## src/rtl/reg_bank_decoded.sv

```systemverilog
// Register bank with a one-hot write decoder, global enable, two registered read
// ports with same-cycle write bypass, a per-register valid bitmap and a write strobe.
module reg_bank_decoded #(
  parameter int ADDR_W = 3,
  parameter int DATA_W = 8
) (
  input  logic                   clk,
  input  logic                   rst_n,
  input  logic                   en,
  input  logic                   we,
  input  logic [ADDR_W-1:0]      waddr,
  input  logic [DATA_W-1:0]      wdata,
  input  logic                   clr,
  input  logic [ADDR_W-1:0]      raddr_a,
  input  logic [ADDR_W-1:0]      raddr_b,
  output logic [DATA_W-1:0]      rdata_a,
  output logic [DATA_W-1:0]      rdata_b,
  output logic [0:(1<<ADDR_W)-1] wsel,
  output logic [(1<<ADDR_W)-1:0] vld
);

  localparam int NREG = 1 << ADDR_W;

  logic [DATA_W-1:0] mem [NREG];
  logic [0:NREG-1]   dec;
  logic              accept;

  // Decoder output is gated by en; clr only blocks the write from landing.
  always_comb begin
    dec = '0;
    if (en && we) dec[waddr] = 1'b1;
    accept = en && we && !clr;
  end

  // Read data reflects the register contents after this edge: clr forces zero,
  // an accepted write to the same address is forwarded as new data.
  always_ff @(posedge clk or negedge rst_n) begin
    if (!rst_n) begin
      for (int i = 0; i < NREG; i++) mem[i] <= '0;
      vld     <= '0;
      wsel    <= '0;
      rdata_a <= '0;
      rdata_b <= '0;
    end else if (clr) begin
      for (int i = 0; i < NREG; i++) mem[i] <= '0;
      vld     <= '0;
      wsel    <= '0;
      rdata_a <= '0;
      rdata_b <= '0;
    end else begin
      if (accept) begin
        mem[waddr] <= wdata;
        vld[waddr] <= 1'b1;
      end
      wsel    <= accept ? dec : '0;
      rdata_a <= (accept && (raddr_a == waddr)) ? wdata : mem[raddr_a];
      rdata_b <= (accept && (raddr_b == waddr)) ? wdata : mem[raddr_b];
    end
  end

endmodule

```

## config.mk

```make
export PLATFORM = sky130hd
export DESIGN_NAME = reg_bank_decoded
export DESIGN_NICKNAME = d
export VERILOG_FILES = /design/src/rtl/reg_bank_decoded.sv
export SDC_FILE = /design/constraint.sdc
export NUM_CORES = 1
export LEC_CHECK = 0
export ABC_AREA = 1
export ABC_CLOCK_PERIOD_IN_PS = 1200
export CELL_PAD_IN_SITES_DETAIL_PLACEMENT = 0
export CELL_PAD_IN_SITES_GLOBAL_PLACEMENT = 1
export CORE_ASPECT_RATIO = 1.1
export CORE_MARGIN = 8
export CORE_UTILIZATION = 30
export CTS_BUF_LIST = sky130_fd_sc_hd__clkbuf_16
export CTS_CLUSTER_DIAMETER = 100
export DETAILED_ROUTE_END_ITERATION = 10
export PLACE_DENSITY = 0.7
export SLEW_MARGIN = 20
export SYNTH_ARGS = -nofsm -noshare
export SYNTH_HDL_FRONTEND = slang
export SYNTH_SLANG_ARGS = --single-unit
```

## constraint.sdc

```tcl
create_clock -name clk -period 1.2 [get_ports clk]
set_input_delay 0.12 -clock clk [delete_from_list [all_inputs] [get_ports clk]]
set_output_delay 0.12 -clock clk [all_outputs]
set_load 0.005 [all_outputs]
```

==> run summary, run 1 <==
For the area used by multi-input combinational logic, the log shows 2440 um2. The net count of the finished layout is 797. The overflow left after global routing came out at 0. Yosys printed 0 warnings.

The average vias per placed instance was 5.21. Net switching is 27.4% of the power. The total power came out at 7330 uW. The area occupied by registers is 2400 um2. The remaining antenna violation count was 0; the total length of routed wires was 18800 um. Of the total power, combinational logic draws 15.5%. The floorplan step set the die width to 141 um. The tools report the relative max-transition margin as 74.9%. The number of global-route vias before repair was 5084.

After synthesis, the cell types taking the most area are sky130_fd_sc_hd__dfrtp_1 (47%), sky130_fd_sc_hd__nand2_1 (16%), sky130_fd_sc_hd__nand3_1 (15%). Entering global routing, the biggest net connects 34 pins. For the pin with the worst max-slew slack, the measured transition is 0.377 ns.

After detailed routing, the number of remaining DRC violations is 0. The root buffer cell chosen for the clock tree is sky130_fd_sc_hd__clkbuf_16. Setup violations remaining at the end of the flow were counted as 0.

Among all stages on the critical path, the largest delay is contributed by sky130_fd_sc_hd__dfrtp_1. Number of buffer cells added on primary ports: 53. For this run, the total global-route usage over all layers was measured as 18.0%. By count the netlist is led by sky130_fd_sc_hd__nand2_1 (223), sky130_fd_sc_hd__nand3_1 (152), sky130_fd_sc_hd__dfrtp_1 (96). After layout, the worst path uses 94.7% of the clock period. For the worst setup path, the data arrival time is 1.02 ns.

The sum of buffers and inverters on the critical path came out at 1. The worst path required time is 1.08 ns. The core region area came out at 16900 um2.

The analysis attributes to cell leakage a power of 0.00335 uW. The run gives 988 as the non-filler instance count after layout. The number of synthesized flops with an enable pin is 0, and the pre-CTS setup slack is -0.461 ns.

The min-delay analysis places its worst path in the category in -> async. Including well taps, the total number of placed cells is 966. TritonCTS built the clock tree. The first global-routing pass estimated 29600 um of wire. For the count of final max-slew check failures, the log shows 0. The weighted congestion at the end of routability-driven global placement was 0.880; the cell area power density was 1100 nW/um2. The synthesized netlist net count came out at 709. Setup repair after global routing left no endpoint under its margin.

For the number of clock buffers inserted by TritonCTS, the log shows 9. For the die footprint, the log shows 21600 um2. The logs give 673 for the initial detailed-routing violation count and 13400 um for the half-perimeter wire length after detailed placement. The net switching component of the power was 2010 uW. After synthesis, the mean cell area works out to 7.47 um2.

The logs give 6310 um2 for the total placed instance area and 880 MHz for the achievable clock frequency. The worst-path maximum fanout was 1; the post-synthesis cell area was 5130 um2. The post-synthesis instance total was 687. For this run, the share of the core covered by cells in the final layout is 39.6%. The tools report the effective utilization at floorplan as 30.4%. Fill cells in the final layout number 1757. The clock input transition at the sequential cells of the worst setup and hold paths was 0.07 ns; the post-synthesis to final-layout area growth was 30.3%. The detailed router placed 5151 vias in this run. The count of boundary I/O pins was 54; the number of diodes was 0. In this design, the largest share of critical-path delay is due to flip-flops. The slack of the worst reg-to-reg path was 0.09 ns.

The biggest area contributor in the post-synthesis netlist is sky130_fd_sc_hd__dfrtp_1. The worst-case IR drop observed on VDD is 0.654 mV. The tools report the number of endpoints with negative hold slack in the final report as 0. The initial antenna violation count was 0; the CTS sink count was 96. After synthesis, the largest area contributor takes up 46.8% of total cell area.

After detailed routing, the average wire length per cell comes to 19.0 um. The design internal power was 5320 uW; the fraction of synthesis flops using an asynchronous set or reset pin was 100%. The run gives 46.8% as the sequential cell area fraction in the yosys report. Of the total power, registers draw 45.4%. The final critical path time including I/O delays and setup is 1.14 ns. The critical path goes through dlygate4sd2_1. The first detailed-routing pass ran for 5 iterations. The number of unique standard cell types used by synthesis came out at 22.

The critical path is of the reg -> out type. The number of core rows was 50. For the clock insertion delay at the later pin of the skew report, the log shows 0.34 ns. The endpoint identified for the worst register-to-register timing path is rdata_b[4]$_DFF_PN0_. For the final database, setup skew stands at 0.00417 ns. The tools report the worst flop-to-flop path startpoint as mem[36]$_DFFE_PN0P_. The synthesized design contains 96 register bits. The path depth of the worst reg2reg path is 6, and the number of max-cap violations is 0.

On the worst path, the slowest cell contributes a delay of 0.39 ns. For the area of all placed cells without fillers, the log shows 6690 um2. Setup slack on the critical path of the routed design comes to 0.0642 ns.

The clock group share of total power was 39.1%; the H-tree depth reported by CTS was 3. The flow ran to the end, and the final reports show no timing, DRC or antenna violations. The most common cell in the netlist is sky130_fd_sc_hd__nand2_1.

The most used flip-flop cell after synthesis is sky130_fd_sc_hd__dfrtp_1. STA classifies the critical path endpoint as an output port. The floorplan step set the die height to 153 um. Share of cells above drive strength 1: 17.1%. The run gives 2 as the maximum root-to-sink buffer count. The launching element type of the critical path is a flop.
power by group through the flow:
stage          Clock [uW]  Sequential, uW  Combinational (uW)
2_1_floorplan           0            3390                 513
3_3_place_gp            0            3390                1130
3_5_place_dp            0            3390                1130
4_1_cts              2950            3330                1130
5_1_grt              3090            3340                1230
6_report             2860            3330                1140
worst register-to-register path, stage by stage (launching register included):
cell and delay (ns):
sky130_fd_sc_hd__dfrtp_1 0.40, sky130_fd_sc_hd__nand2_1 0.08, sky130_fd_sc_hd__nand3_1 0.08, sky130_fd_sc_hd__nand2_1 0.14
sky130_fd_sc_hd__nor2_2 0.07, sky130_fd_sc_hd__nor2_1 0.19, sky130_fd_sc_hd__nor2_2 0.05
timing repair:
action	in CTS	in global routing
setup buffers	1	4
setup endpoints to repair	94	48
hold buffers	1	0
resized for setup	51	13
pin swaps	2	4
hold endpoints to repair	81	0
cloned	0	0
sequential cells by signal, summed over array words and instances (netlist names):
signal,flops
vld,8
rdata_a,8
rdata_b,8
wsel,8
mem,64
how the worst max path moves through the flow:
stage	start	end	cells after the start
floorplan	raddr_a[1]	rdata_a[5]$_DFF_PN0_	8
global placement	we	mem[5]$_DFFE_PN0P_	6
detailed placement	raddr_b[0]	rdata_b[4]$_DFF_PN0_	9
CTS	waddr[2]	mem[55]$_DFFE_PN0P_	6
global route	rdata_a[3]$_DFF_PN0_	rdata_a[3]	1
finish	rdata_a[3]$_DFF_PN0_	rdata_a[3]	1
layer usage:
| layer | wire, um | part of all wire, % | up-vias | global-route usage [%] |
|---|---|---|---|---|
| met1 | 8160 | 43 | 2458 | 23.5 |
| met3 | 1320 | 7.0 | 55 | 3.80 |
| met2 | 8560 | 46 | 219 | 27.6 |
| met5 | 0 | 0 | - | 0 |
| li1 | - | - | 2419 | - |
| met4 | 739 | 3.9 | 0 | 8.97 |
per-stage QoR:
step / hold slack, ns / TNS, ns
final: 0.201 / 0
after global routing: 0.209 / 0
after CTS: 0.192 / -0.0407
after detailed placement: 0.0281 / -36.00
after global placement: 0.0196 / -36.73
after floorplan: -0.176 / 0
layout by cell type (no fill, tap or decap), types with 2 or more instances in the layout:
cell / instances
sky130_fd_sc_hd__buf_4: 48
sky130_fd_sc_hd__nand2_4: 3
sky130_fd_sc_hd__buf_6: 3
sky130_fd_sc_hd__inv_4: 2
sky130_fd_sc_hd__dlymetal6s2s_1: 5
sky130_fd_sc_hd__nand3_1: 151
sky130_fd_sc_hd__nand4_1: 4
sky130_fd_sc_hd__inv_1: 25
sky130_fd_sc_hd__nand2_2: 8
sky130_fd_sc_hd__nand2_1: 219
sky130_fd_sc_hd__clkbuf_16: 9
sky130_fd_sc_hd__o21ai_0: 53
sky130_fd_sc_hd__dlygate4sd2_1: 39
sky130_fd_sc_hd__inv_2: 7
sky130_fd_sc_hd__nor2_8: 4
sky130_fd_sc_hd__buf_12: 14
sky130_fd_sc_hd__nor2_1: 29
sky130_fd_sc_hd__nor2_2: 24
sky130_fd_sc_hd__clkdlybuf4s50_1: 8
sky130_fd_sc_hd__dfrtp_1: 96
sky130_fd_sc_hd__a21oi_1: 6
sky130_fd_sc_hd__o21ai_1: 11
sky130_fd_sc_hd__clkinv_2: 3
sky130_fd_sc_hd__clkinvlp_4: 2
logic make-up (layout without fill, tap and decap cells):
logic type             Yosys count  after routing  share of synthesized area (%)
buffers and inverters           74            167                           6.66
flip-flops                      96             96                           46.8
AND/OR/NAND/NOR                446            446                           39.6
AO/OA/AOI/OAI                   71             71                           6.92
area by class of cell:
| type | instances | share of cell area, % |
|---|---|---|
| multi-input cells | 517 | 36.5 |
| inverters | 33 | 1.93 |
| repair buffers | 118 | 17.5 |
| clock inverters | 7 | 0.954 |
| flip-flops and latches | 96 | 35.9 |
| well taps | 208 | 3.89 |
| clock buffers | 9 | 3.37 |
Note: power is estimated with default switching activity, not from simulation.
==> run 2, diff against run 1 <==
--- a/config.mk
+++ b/config.mk
@@ -16,7 +16,8 @@
 export CTS_CLUSTER_DIAMETER = 100
 export DETAILED_ROUTE_END_ITERATION = 10
 export PLACE_DENSITY = 0.7
-export SLEW_MARGIN = 20
+export SKIP_LAST_GASP = 1
+export SLEW_MARGIN = 5
 export SYNTH_ARGS = -nofsm -noshare
 export SYNTH_HDL_FRONTEND = slang
 export SYNTH_SLANG_ARGS = --single-unit
==> results of run 2 <==
No change in the layout: final DEF, timing and power equal those of run 1.
Among the figures that moved: number of gates resized after CTS 51 -> 50; wire length of the first global-routing pass 29600 um -> 29700 um
==> run 3, diff against run 2 <==
--- a/config.mk
+++ b/config.mk
@@ -11,11 +11,11 @@
 export CELL_PAD_IN_SITES_GLOBAL_PLACEMENT = 1
 export CORE_ASPECT_RATIO = 1.1
 export CORE_MARGIN = 8
-export CORE_UTILIZATION = 30
+export CORE_UTILIZATION = 42
 export CTS_BUF_LIST = sky130_fd_sc_hd__clkbuf_16
 export CTS_CLUSTER_DIAMETER = 100
 export DETAILED_ROUTE_END_ITERATION = 10
-export PLACE_DENSITY = 0.7
+export PLACE_DENSITY = 0.89
 export SKIP_LAST_GASP = 1
 export SLEW_MARGIN = 5
 export SYNTH_ARGS = -nofsm -noshare
==> run 3 against run 2 <==
  * Clock power shrank 7.3%
  * Core utilization rose by 16 points
  * Combinational power about the same
  * Critical path depth is 6 higher
  * Non-clock buffer count up 3
  * Largest cell class unchanged
  * Worst setup slack worse by 0.012 ns
  * Clock skew increased by 0.0055 ns
  * Worst hold slack improved by 0.0057 ns
  * Final cell count decreased by 4.9%
  * Routed wire length is 4.5% lower
  * Via count up 1.8%
==> run summary, run 3 (synthesized netlist as in run 1, its figures left out) <==
The final critical path time including I/O delays and setup was 1.15 ns (+0.0120 ns); the area used by multi-input combinational logic was 2480 um2 (+1.7%). Setup repair after global routing left no endpoint under its margin. The run gives 803 (+0.75%) as the number of nets in the finished design. Path type of the worst setup path: in -> reg. Global routing used 22.9% of the available tracks across all layers. The tools report the relative max-transition margin as 79.7% (+4.9 points). The arrival time of data at the critical path endpoint is 1.41 ns (+0.39 ns). Non-filler instance count after layout: 940 (-4.9%). The pre-CTS setup slack is -0.540 ns (-0.0780 ns), and the die span in y is 132 um (-14%). Leaving out fill and tap cells, the most frequent cells in the layout are sky130_fd_sc_hd__nand2_1 (216), sky130_fd_sc_hd__nand3_1 (152), sky130_fd_sc_hd__dfrtp_1 (96).

The weighted congestion at the end of routability-driven global placement was 0.917 (+4.1%). The pin slew with the least headroom to its limit works out to 0.304 ns (-0.0729 ns). Detailed-router iteration count before antenna repair: 5 (unchanged).

The path category of the worst min-delay check was in -> async. The most common cell type on the critical path was sky130_fd_sc_hd__inv_4. Number of diodes: 0 (unchanged).

The tools report the maximum VDD drop as 0.775 mV (+18%). The worst-path maximum fanout came out at 7 (+6). The maximum clock skew at final layout came out at 0.00965 ns (+0.00548 ns). The tools report the leakage power total as 0.00331 uW (-0.92%). The run gives 0 (unchanged) as the setup violation total in the final timing report. The run gives 55.1% (+16 points) as the final cell utilization of the core. The H-tree depth reported by CTS was 3 (unchanged); the count of placed standard cells including taps was 917 (-5.1%). The run gives 12900 um (-3.9%) as the half-perimeter wire length after detailed placement. The most common cell after layout, fill and taps aside is sky130_fd_sc_hd__nand2_1. TritonCTS built the clock tree. The area occupied by registers was 2400 um2 (unchanged); the pin count of the biggest net entering global routing was 41 (+21%).

The initial antenna violation count was 0 (unchanged); the highest cell delay on the worst timing path was 0.30 ns (-0.09 ns). The final routed DRC violation total was 0 (unchanged); the effective utilization at floorplan was 42.8% (+12 points). The kind of cell with the highest combined delay along the critical path is buffers and inverters. The tools report the number of core rows as 42 (-16%). The share of cells above drive strength 1 was 17.4% (+0.38 points). The achievable clock frequency was 871 MHz (-1.0%); the number of clock buffers inserted by TritonCTS was 9 (unchanged). For the total power, the log shows 7130 uW (-2.7%). The number of buffer cells added on primary ports was 53 (unchanged); the maximum root-to-sink buffer count was 2 (unchanged). The remaining antenna violation count came out at 0 (unchanged).

Walking the worst path, the cells encountered are dlygate4sd2_1 > inv_4 > nand3_4 > inv_4 > buf_4 > nand2_1 > o21ai_0. The first global-routing pass estimated 28200 um of wire. The number of max-cap violations is 0 (unchanged), and the routed wirelength normalized by instance count is 19.1 um (+0.39%). The number of endpoints with negative hold slack in the final report is 0 (unchanged). The final critical-path setup slack was 0.0521 ns (-0.0120 ns). The total length of routed wires is 17900 um (-4.5%).

Sum of buffers and inverters on the critical path: 4 (+3). The die footprint is 16000 um2 (-26%), and the clock insertion delay at the later pin of the skew report is 0.35 ns (about the same). The detailed-route via count was 5242 (+1.8%). The flow ran to the end, and the final reports show no timing, DRC or antenna violations.

The element type at the critical path end is a flop. The filler cell count is 1153 (-34%). The tools report the master cell of the clock root buffer as sky130_fd_sc_hd__clkbuf_16. Post-route clock period utilization: 95.7% (+1.0 points).

The tools report the launching element type of the critical path as an input port. Relative to the synthesized area, the layout overhead comes to 28.6%. The count of final max-slew check failures is 0 (unchanged), and the number of global-route vias before repair is 5013 (-1.4%). Register ranked first by flip-flop count: mem. The flip-flop count of the largest register after layout works out to 64 (unchanged).

Initial detailed-routing violation count: 616 (-8.5%). The clock input transition at the sequential cells of the worst setup and hold paths came out at 0.07 ns (about the same). The core region area was 12000 um2 (-29%). The average vias per placed instance is 5.58 (+7.0%), and the cell area power density is 1080 nW/um2 (-1.5%). For the worst path required time, the log shows 1.46 ns (+0.38 ns).

The tools report the count of boundary I/O pins as 54 (unchanged). CTS sink count: 96 (unchanged). The slowest library cell on the worst path is sky130_fd_sc_hd__dlygate4sd2_1. The horizontal die dimension is 121 um (-14%), and the overflow left after global routing is 0 (unchanged).
[run 3: power breakdown]
group / internal, uW / switching, uW / total (uW) / leakage, uW
logic: 419 / 727 / 1150 / 0.00186
registers: 3300 / 31.7 / 3330 / 0.00133
clock network: 1380 / 1270 / 2650 / 0.000126
total: 5100 / 2030 / 7130 / 0.00331
[run 3: final cells by class]
cell class                      count  area share [%]
Multi-Input combinational cell    520            37.6
Timing Repair Buffer              121            17.2
Sequential cell                    96            36.4
Tap cell                          154            2.92
Clock inverter                      7           0.606
Clock buffer                        9            3.41
Inverter                           33            1.95
[run 3: final timing paths]
kind	startpoint	to	slack [ns]	cells after the start
setup / recovery	clr	mem[45]$_DFFE_PN0P_	0.05	7
hold / removal	rst_n	wsel[2]$_DFF_PN0_	0.21	2
hold reg to reg	vld[1]$_DFFE_PN0P_	vld[1]$_DFFE_PN0P_	0.49	2
max in group asynchronous	rst_n	mem[22]$_DFFE_PN0P_	0.48	3
setup reg to reg	mem[1]$_DFFE_PN0P_	rdata_a[1]$_DFF_PN0_	0.12	6
min in group clk	waddr[0]	wsel[3]$_DFF_PN0_	0.37	4
[run 3: stage by stage]
stage | TNS [ns] | hold slack (ns) | instance area [um2]
final | 0 | 0.207 | 6600
after global routing | 0 | 0.251 | 6600
after CTS | -0.00723 | 0.219 | 6570
after detailed placement | -40.94 | 0.0359 | 6240
after global placement | -37.71 | 0.0309 | 6240
after floorplan | 0 | -0.176 | 5130
[run 3: repair_timing]
action | CTS | global route
cloned | 1 | 2
gates resized for setup | 63 | 4
setup buffers | 3 | 0
hold buffers | 1 | 0
pin swaps | 6 | 5
endpoints found under the setup margin | 118 | 37
endpoints found under the hold margin | 54 | 0
[run 3: routing by layer]
layer	vias up	global-route usage, %	wire [um]
li1	2443	-	-
met1	2476	30.8	7370
met2	290	34.9	8340
met3	33	3.90	1720
met4	0	10.3	504
met5	-	0	0
